<file path="src/rtl/key_reset_ctrl_pkg.sv">
// Shared definitions for the push-button reset path: FSM state encodings,
// parameter defaults and a counter-width helper.
package key_reset_ctrl_pkg;

  localparam logic [2:0] ST_POR     = 3'd0;
  localparam logic [2:0] ST_IDLE    = 3'd1;
  localparam logic [2:0] ST_PRESSED = 3'd2;
  localparam logic [2:0] ST_COLD    = 3'd3;
  localparam logic [2:0] ST_STRETCH = 3'd4;

  localparam int DEF_KEY_ACTIVE_LOW    = 1;
  localparam int DEF_DEBOUNCE_CYCLES   = 1024;
  localparam int DEF_STRETCH_CYCLES    = 64;
  localparam int DEF_LONG_PRESS_CYCLES = 4096;

  // Width of a counter that must be able to hold max_count itself.
  function automatic int cnt_width(input int max_count);
    return $clog2(max_count + 1);
  endfunction

endpackage

</file>
<file path="src/rtl/key_debounce.sv">
// Two-flop synchroniser, debounce counter and press pulse for the board key.
// key_level is 1 while the key is pressed regardless of pin polarity.
module key_debounce
  import key_reset_ctrl_pkg::*;
#(
  parameter int KEY_ACTIVE_LOW  = DEF_KEY_ACTIVE_LOW,
  parameter int DEBOUNCE_CYCLES = DEF_DEBOUNCE_CYCLES
) (
  input  logic clk,
  input  logic reset,
  input  logic key_raw,
  output logic key_level,
  output logic key_press
);

  localparam int             DB_W         = cnt_width(DEBOUNCE_CYCLES);
  localparam logic [DB_W-1:0] DB_TC       = DB_W'(DEBOUNCE_CYCLES);
  localparam logic           RAW_RELEASED = (KEY_ACTIVE_LOW != 0);

  logic            sync_1;
  logic            sync_2;
  logic            key_synced;
  logic [DB_W-1:0] db_cnt;

  assign key_synced = sync_2 ^ RAW_RELEASED;

  // The flip happens on the cycle after the counter holds DEBOUNCE_CYCLES,
  // so a clean edge lands on key_level 2+DEBOUNCE_CYCLES cycles after the pin.
  always_ff @(posedge clk) begin
    if (reset) begin
      sync_1    <= RAW_RELEASED;
      sync_2    <= RAW_RELEASED;
      key_level <= 1'b0;
      key_press <= 1'b0;
      db_cnt    <= '0;
    end else begin
      sync_1    <= key_raw;
      sync_2    <= sync_1;
      key_press <= 1'b0;
      if (db_cnt == DB_TC) begin
        key_level <= ~key_level;
        key_press <= ~key_level;
        db_cnt    <= '0;
      end else if (key_synced != key_level) begin
        db_cnt <= db_cnt + 1'b1;
      end else begin
        db_cnt <= '0;
      end
    end
  end

endmodule

</file>
<file path="src/rtl/key_reset_ctrl.sv">
// Push-button to SI_Reset / SI_ColdReset request generator for mfp_system.
//
//   state   | meaning
//   --------+-----------------------------------------------------------
//   POR     | power-on reset stretch, both requests asserted
//   IDLE    | no request, waiting for a debounced press
//   PRESSED | key held, warm reset asserted, hold counter running
//   COLD    | long press reached, warm and cold reset asserted
//   STRETCH | key released, requests held for STRETCH_CYCLES more cycles
module key_reset_ctrl
  import key_reset_ctrl_pkg::*;
#(
  parameter int KEY_ACTIVE_LOW    = DEF_KEY_ACTIVE_LOW,
  parameter int DEBOUNCE_CYCLES   = DEF_DEBOUNCE_CYCLES,
  parameter int STRETCH_CYCLES    = DEF_STRETCH_CYCLES,
  parameter int LONG_PRESS_CYCLES = DEF_LONG_PRESS_CYCLES
) (
  input  logic clk,
  input  logic reset,
  input  logic key_raw,
  output logic key_level,
  output logic key_press,
  output logic si_reset,
  output logic si_cold_reset
);

  localparam int                   STRETCH_W  = cnt_width(STRETCH_CYCLES);
  localparam int                   HOLD_W     = cnt_width(LONG_PRESS_CYCLES);
  localparam logic [STRETCH_W-1:0] STRETCH_TC = STRETCH_W'(STRETCH_CYCLES);
  localparam logic [HOLD_W-1:0]    HOLD_TC    = HOLD_W'(LONG_PRESS_CYCLES);

  logic [2:0]           state;
  logic [2:0]           state_nxt;
  logic [STRETCH_W-1:0] stretch_cnt;
  logic [STRETCH_W-1:0] stretch_nxt;
  logic [HOLD_W-1:0]    hold_cnt;
  logic [HOLD_W-1:0]    hold_nxt;
  logic                 warm_nxt;
  logic                 cold_nxt;

  key_debounce #(
    .KEY_ACTIVE_LOW  (KEY_ACTIVE_LOW),
    .DEBOUNCE_CYCLES (DEBOUNCE_CYCLES)
  ) u_debounce (
    .clk       (clk),
    .reset     (reset),
    .key_raw   (key_raw),
    .key_level (key_level),
    .key_press (key_press)
  );

  // Entering STRETCH counts the release-detect cycle as the first stretch
  // cycle, so release and POR end hold the requests equally long.
  always_comb begin
    state_nxt   = state;
    stretch_nxt = stretch_cnt;
    hold_nxt    = hold_cnt;
    cold_nxt    = si_cold_reset;
    case (state)
      ST_POR: begin
        if (stretch_cnt == STRETCH_TC) begin
          state_nxt   = ST_IDLE;
          stretch_nxt = '0;
          cold_nxt    = 1'b0;
        end else begin
          stretch_nxt = stretch_cnt + 1'b1;
        end
      end
      ST_IDLE: begin
        cold_nxt = 1'b0;
        if (key_press) begin
          state_nxt = ST_PRESSED;
          hold_nxt  = '0;
        end
      end
      ST_PRESSED: begin
        if (!key_level) begin
          state_nxt   = ST_STRETCH;
          stretch_nxt = STRETCH_W'(1);
          if (hold_cnt == HOLD_TC) cold_nxt = 1'b1;
        end else if (hold_cnt == HOLD_TC) begin
          state_nxt = ST_COLD;
          cold_nxt  = 1'b1;
        end else begin
          hold_nxt = hold_cnt + 1'b1;
        end
      end
      ST_COLD: begin
        cold_nxt = 1'b1;
        if (!key_level) begin
          state_nxt   = ST_STRETCH;
          stretch_nxt = STRETCH_W'(1);
        end
      end
      ST_STRETCH: begin
        // A re-press keeps whatever cold request is already active.
        if (key_press) begin
          state_nxt = ST_PRESSED;
          hold_nxt  = '0;
        end else if (stretch_cnt == STRETCH_TC) begin
          state_nxt   = ST_IDLE;
          stretch_nxt = '0;
          cold_nxt    = 1'b0;
        end else begin
          stretch_nxt = stretch_cnt + 1'b1;
        end
      end
      default: begin
        state_nxt   = ST_POR;
        stretch_nxt = '0;
        hold_nxt    = '0;
        cold_nxt    = 1'b1;
      end
    endcase
  end

  assign warm_nxt = (state_nxt != ST_IDLE);

  always_ff @(posedge clk) begin
    if (reset) begin
      state         <= ST_POR;
      stretch_cnt   <= '0;
      hold_cnt      <= '0;
      si_reset      <= 1'b1;
      si_cold_reset <= 1'b1;
    end else begin
      state         <= state_nxt;
      stretch_cnt   <= stretch_nxt;
      hold_cnt      <= hold_nxt;
      si_reset      <= warm_nxt;
      si_cold_reset <= cold_nxt;
    end
  end

endmodule

</file>
<file path="config.mk">
export PLATFORM = sky130hd
export DESIGN_NAME = key_reset_ctrl
export DESIGN_NICKNAME = d
export VERILOG_FILES = /design/src/rtl/key_reset_ctrl_pkg.sv /design/src/rtl/key_debounce.sv /design/src/rtl/key_reset_ctrl.sv
export SDC_FILE = /design/constraint.sdc
export NUM_CORES = 1
export LEC_CHECK = 0
export CAP_MARGIN = 20
export CORE_MARGIN = 2
export CORE_UTILIZATION = 45
export CTS_BUF_LIST = sky130_fd_sc_hd__clkbuf_4
export DETAILED_ROUTE_END_ITERATION = 16
export PLACE_DENSITY = 0.61
export SLEW_MARGIN = 40
export SYNTH_ARGS = -nofsm -noshare
export SYNTH_HDL_FRONTEND = slang
export SYNTH_SLANG_ARGS = --single-unit
</file>
<file path="constraint.sdc">
create_clock -name clk -period 4.8 [get_ports clk]
set_clock_uncertainty 0.15 [all_clocks]
set_input_delay 0.96 -clock clk [delete_from_list [all_inputs] [get_ports clk]]
set_output_delay 0.96 -clock clk [all_outputs]
set_load 0.005 [all_outputs]
</file>
==> key figures <==
Run status
  • Outcome: finished clean

Place
  • IO buf count: 6
  • Final GP Congestion: 0.8084
  • DP Wirelength: 2.620 mm
  • DP Worst Slack: 2.094 ns
  • Placed cell area: 2113 µm²

Global route
  • Largest net degree at the start of global routing: 15
  • Global Route Usage Sum: 0.1626
  • Gr ovfl total: 0
  • First-pass GRT wire length: 6.596 mm
  • Vias in the first global route: 1,451
  • Initial antenna violation count: 0

Cells and area
  • Fin area: 2193 µm²
  • Fillers: 425
  • Most common cell after layout, fill and taps aside: dfxtp_1
  • Area grow syn2layout: 8.277%
  • Nets: 238
  • Share of layout cells above drive strength 1: 0.08261
  • Commonest non-fill, non-tap cells in the layout: 40 x dfxtp_1, 36 x nor2_1, 16 x xnor2_1
  • Ant diodes: 0

STA
  • Hold Vio Cnt, Final: 0
  • Setup Viol. Count Final: 0
  • Crit share post-route: 0.5432
  • Slew Limit Fails: 0
  • Post-route setup TNS: 0 ns
  • Final WS setup: 2.193 ns
  • RSZ-0062 raised after global routing: no
  • Final min period: 2.607 ns
  • Max frequency: 0.3836 GHz
  • Slew @ Worst Pin: 0.5790 ns
  • Slew Limit Headroom: 0.6131

Yosys
  • Post-synth cell types: 47
  • Post-synthesis sequential area ratio: 0.3953
  • Post-Syn Area: 2026 µm²
  • Number of synthesized flops with an enable pin: 0
  • Syn Inst Count: 223
  • Syn Area/Cell: 9.084 µm²
  • Yosys top cell area share: 0.3953
  • Share of flip-flops with an asynchronous set or reset: 0
  • Syn nets: 232
  • Flops & latches, synth: 40
  • Ys flop type: dfxtp_1
  • Post-synth top area cell: dfxtp_1
  • Area contributors post-synth: dfxtp_1 40%, xnor2_1 6.9%, nor2_1 6.7%, xor2_1 4.3%, ha_1 3.7%
  • Ys Warns: 0

Power and ir drop
  • Max VDD drop: 0.1475 mV
  • Leak: 0.7313 nW
  • PD cells: 264.4 nW/µm²

Job
  • Max-cap violations: 0

Drt
  • Average wire per standard cell: 12.82 µm
  • Vias/cell: 5.528
  • Post-DRT Antenna Nets: 0
  • Residual DRC: 0
  • Initial DRT Pass Iterations: 4
  • Total number of vias: 1,559
  • Total wire length: 3.614 mm
  • 1st-iter DRT viols: 59

Floorplanning
  • Effective utilization at floorplan: 0.4652
  • Number of cell rows: 24
  • Die X: 71.10 µm
  • Core area: 4354 µm²
  • I/O Pins: 7
  • Die Ht: 71.10 µm
  • Total Die Area: 5055 µm²

Worst setup path
  • Slowest stage cell, crit path: clkdlybuf4s50_1
  • Critical path's top delay family: buffers and inverters
  • Worst R2R Setup Slack: 2.44 ns
  • Highest net fanout along the worst path: 10
  • Max stage delay on crit path: 0.59 ns
  • CP Cell Sequence: clkdlybuf4s50_1
  • Crit path DAT: 1.50 ns
  • WP data required: 3.69 ns
  • Category of the most critical setup path: reg2out
  • Crit end category: output pin
  • WP buf/inv: 1
  • Startpoint types: flop

Clocking
  • Clock transition at the registers of the reported paths: 0.13 ns
  • Inserted Clock Buffers: 5
  • Clk buf depth: 2
  • Htree depth: 2
  • Setup Fix Bufs, Post-CTS: 0
  • Hold_buf cts: 0
  • Worst-Skew Late Latency: 0.35 ns
  • CTS tree: built
  • Sink Count: 40
  • CTS Root Cell: clkbuf_4
  • CTS resizes: 0

Hold path
  • Hold WC Path Type: reg2reg
final cells by class:
cell class	count	area, µm²	area share
well taps	52	65.06	0.02966
multi-input cells	164	1139	0.5191
inverters	11	41.29	0.01882
clock inverters	3	42.54	0.01940
clock buffers	5	37.54	0.01711
flip-flops and latches	40	800.8	0.3651
repair buffers	7	67.56	0.03080
where the power goes:
part	switching, mW	total, mW	internal, mW
clock	0.117	0.226	0.109
combinational	0.00928	0.0160	0.00674
sequential	0.00289	0.338	0.335
cells in the mapped netlist (all sizes together), types with 2 or more instances:
cell     number
dfxtp        40
nor2         36
xnor2        16
nand2        15
nand3        15
inv          11
xor2         10
a2111oi       7
ha            6
a211oi        5
a21oi         5
buf           5
o21ai         5
nand4         4
nor4b         4
and3          3
clkbuf        3
a21o          2
and4          2
nand4b        2
nor2b         2
nor3          2
nor3b         2
nor4          2
or2           2
path summary, 6_finish.rpt:
check                 endpoint  cells past startpoint            startpoint
max                  key_level                      1  u_debounce.key_level
min          u_debounce.sync_2                      1     u_debounce.sync_1
max reg2reg        hold_cnt[0]                      5              state[0]
min reg2reg  u_debounce.sync_2                      1     u_debounce.sync_1
through the flow:
| step | power [mW] | hold slack (ns) | instances | util |
|---|---|---|---|---|
| after global placement | 0.3617 | 0.2440 | 274 | 0.4853 |
| after global routing | 0.6061 | 0.2967 | 282 | 0.5037 |
| after detailed placement | 0.3619 | 0.2491 | 274 | 0.4853 |
| after CTS | 0.5904 | 0.2846 | 282 | 0.5037 |
| after floorplan | 0.3566 | 0.2395 | 223 | - |
| final | 0.5800 | 0.2773 | 282 | 0.5037 |
logic make-up (layout without fill, tap and decap cells):
family,Yosys count,count (layout),synth area share
muxes,2,2,0.01050
and+or+nand+nor,94,94,0.2347
AOI/OAI and AO/OA,36,36,0.1674
adders and majority gates,6,6,0.03706
xor gates and xnor gates,26,26,0.1124
buffers and inverters,19,26,0.04262
DFF,40,40,0.3953
sequential cells by signal, indices dropped and copies added, names as in the netlist:
name	flops
si_reset	1
stretch_cnt	7
state	3
si_cold_reset	1
u_debounce.key_level	1
hold_cnt	13
u_debounce.sync_2	1
u_debounce.sync_1	1
u_debounce.db_cnt	11
u_debounce.key_press	1
layer usage:
layer | track usage | wire length, µm
met1 | 0.2115 | 1773
met2 | 0.2534 | 1675
met3 | 0.04416 | 109
met4 | 0.07128 | 55
met5 | 0 | 0
(Power assumes the default switching activity.)
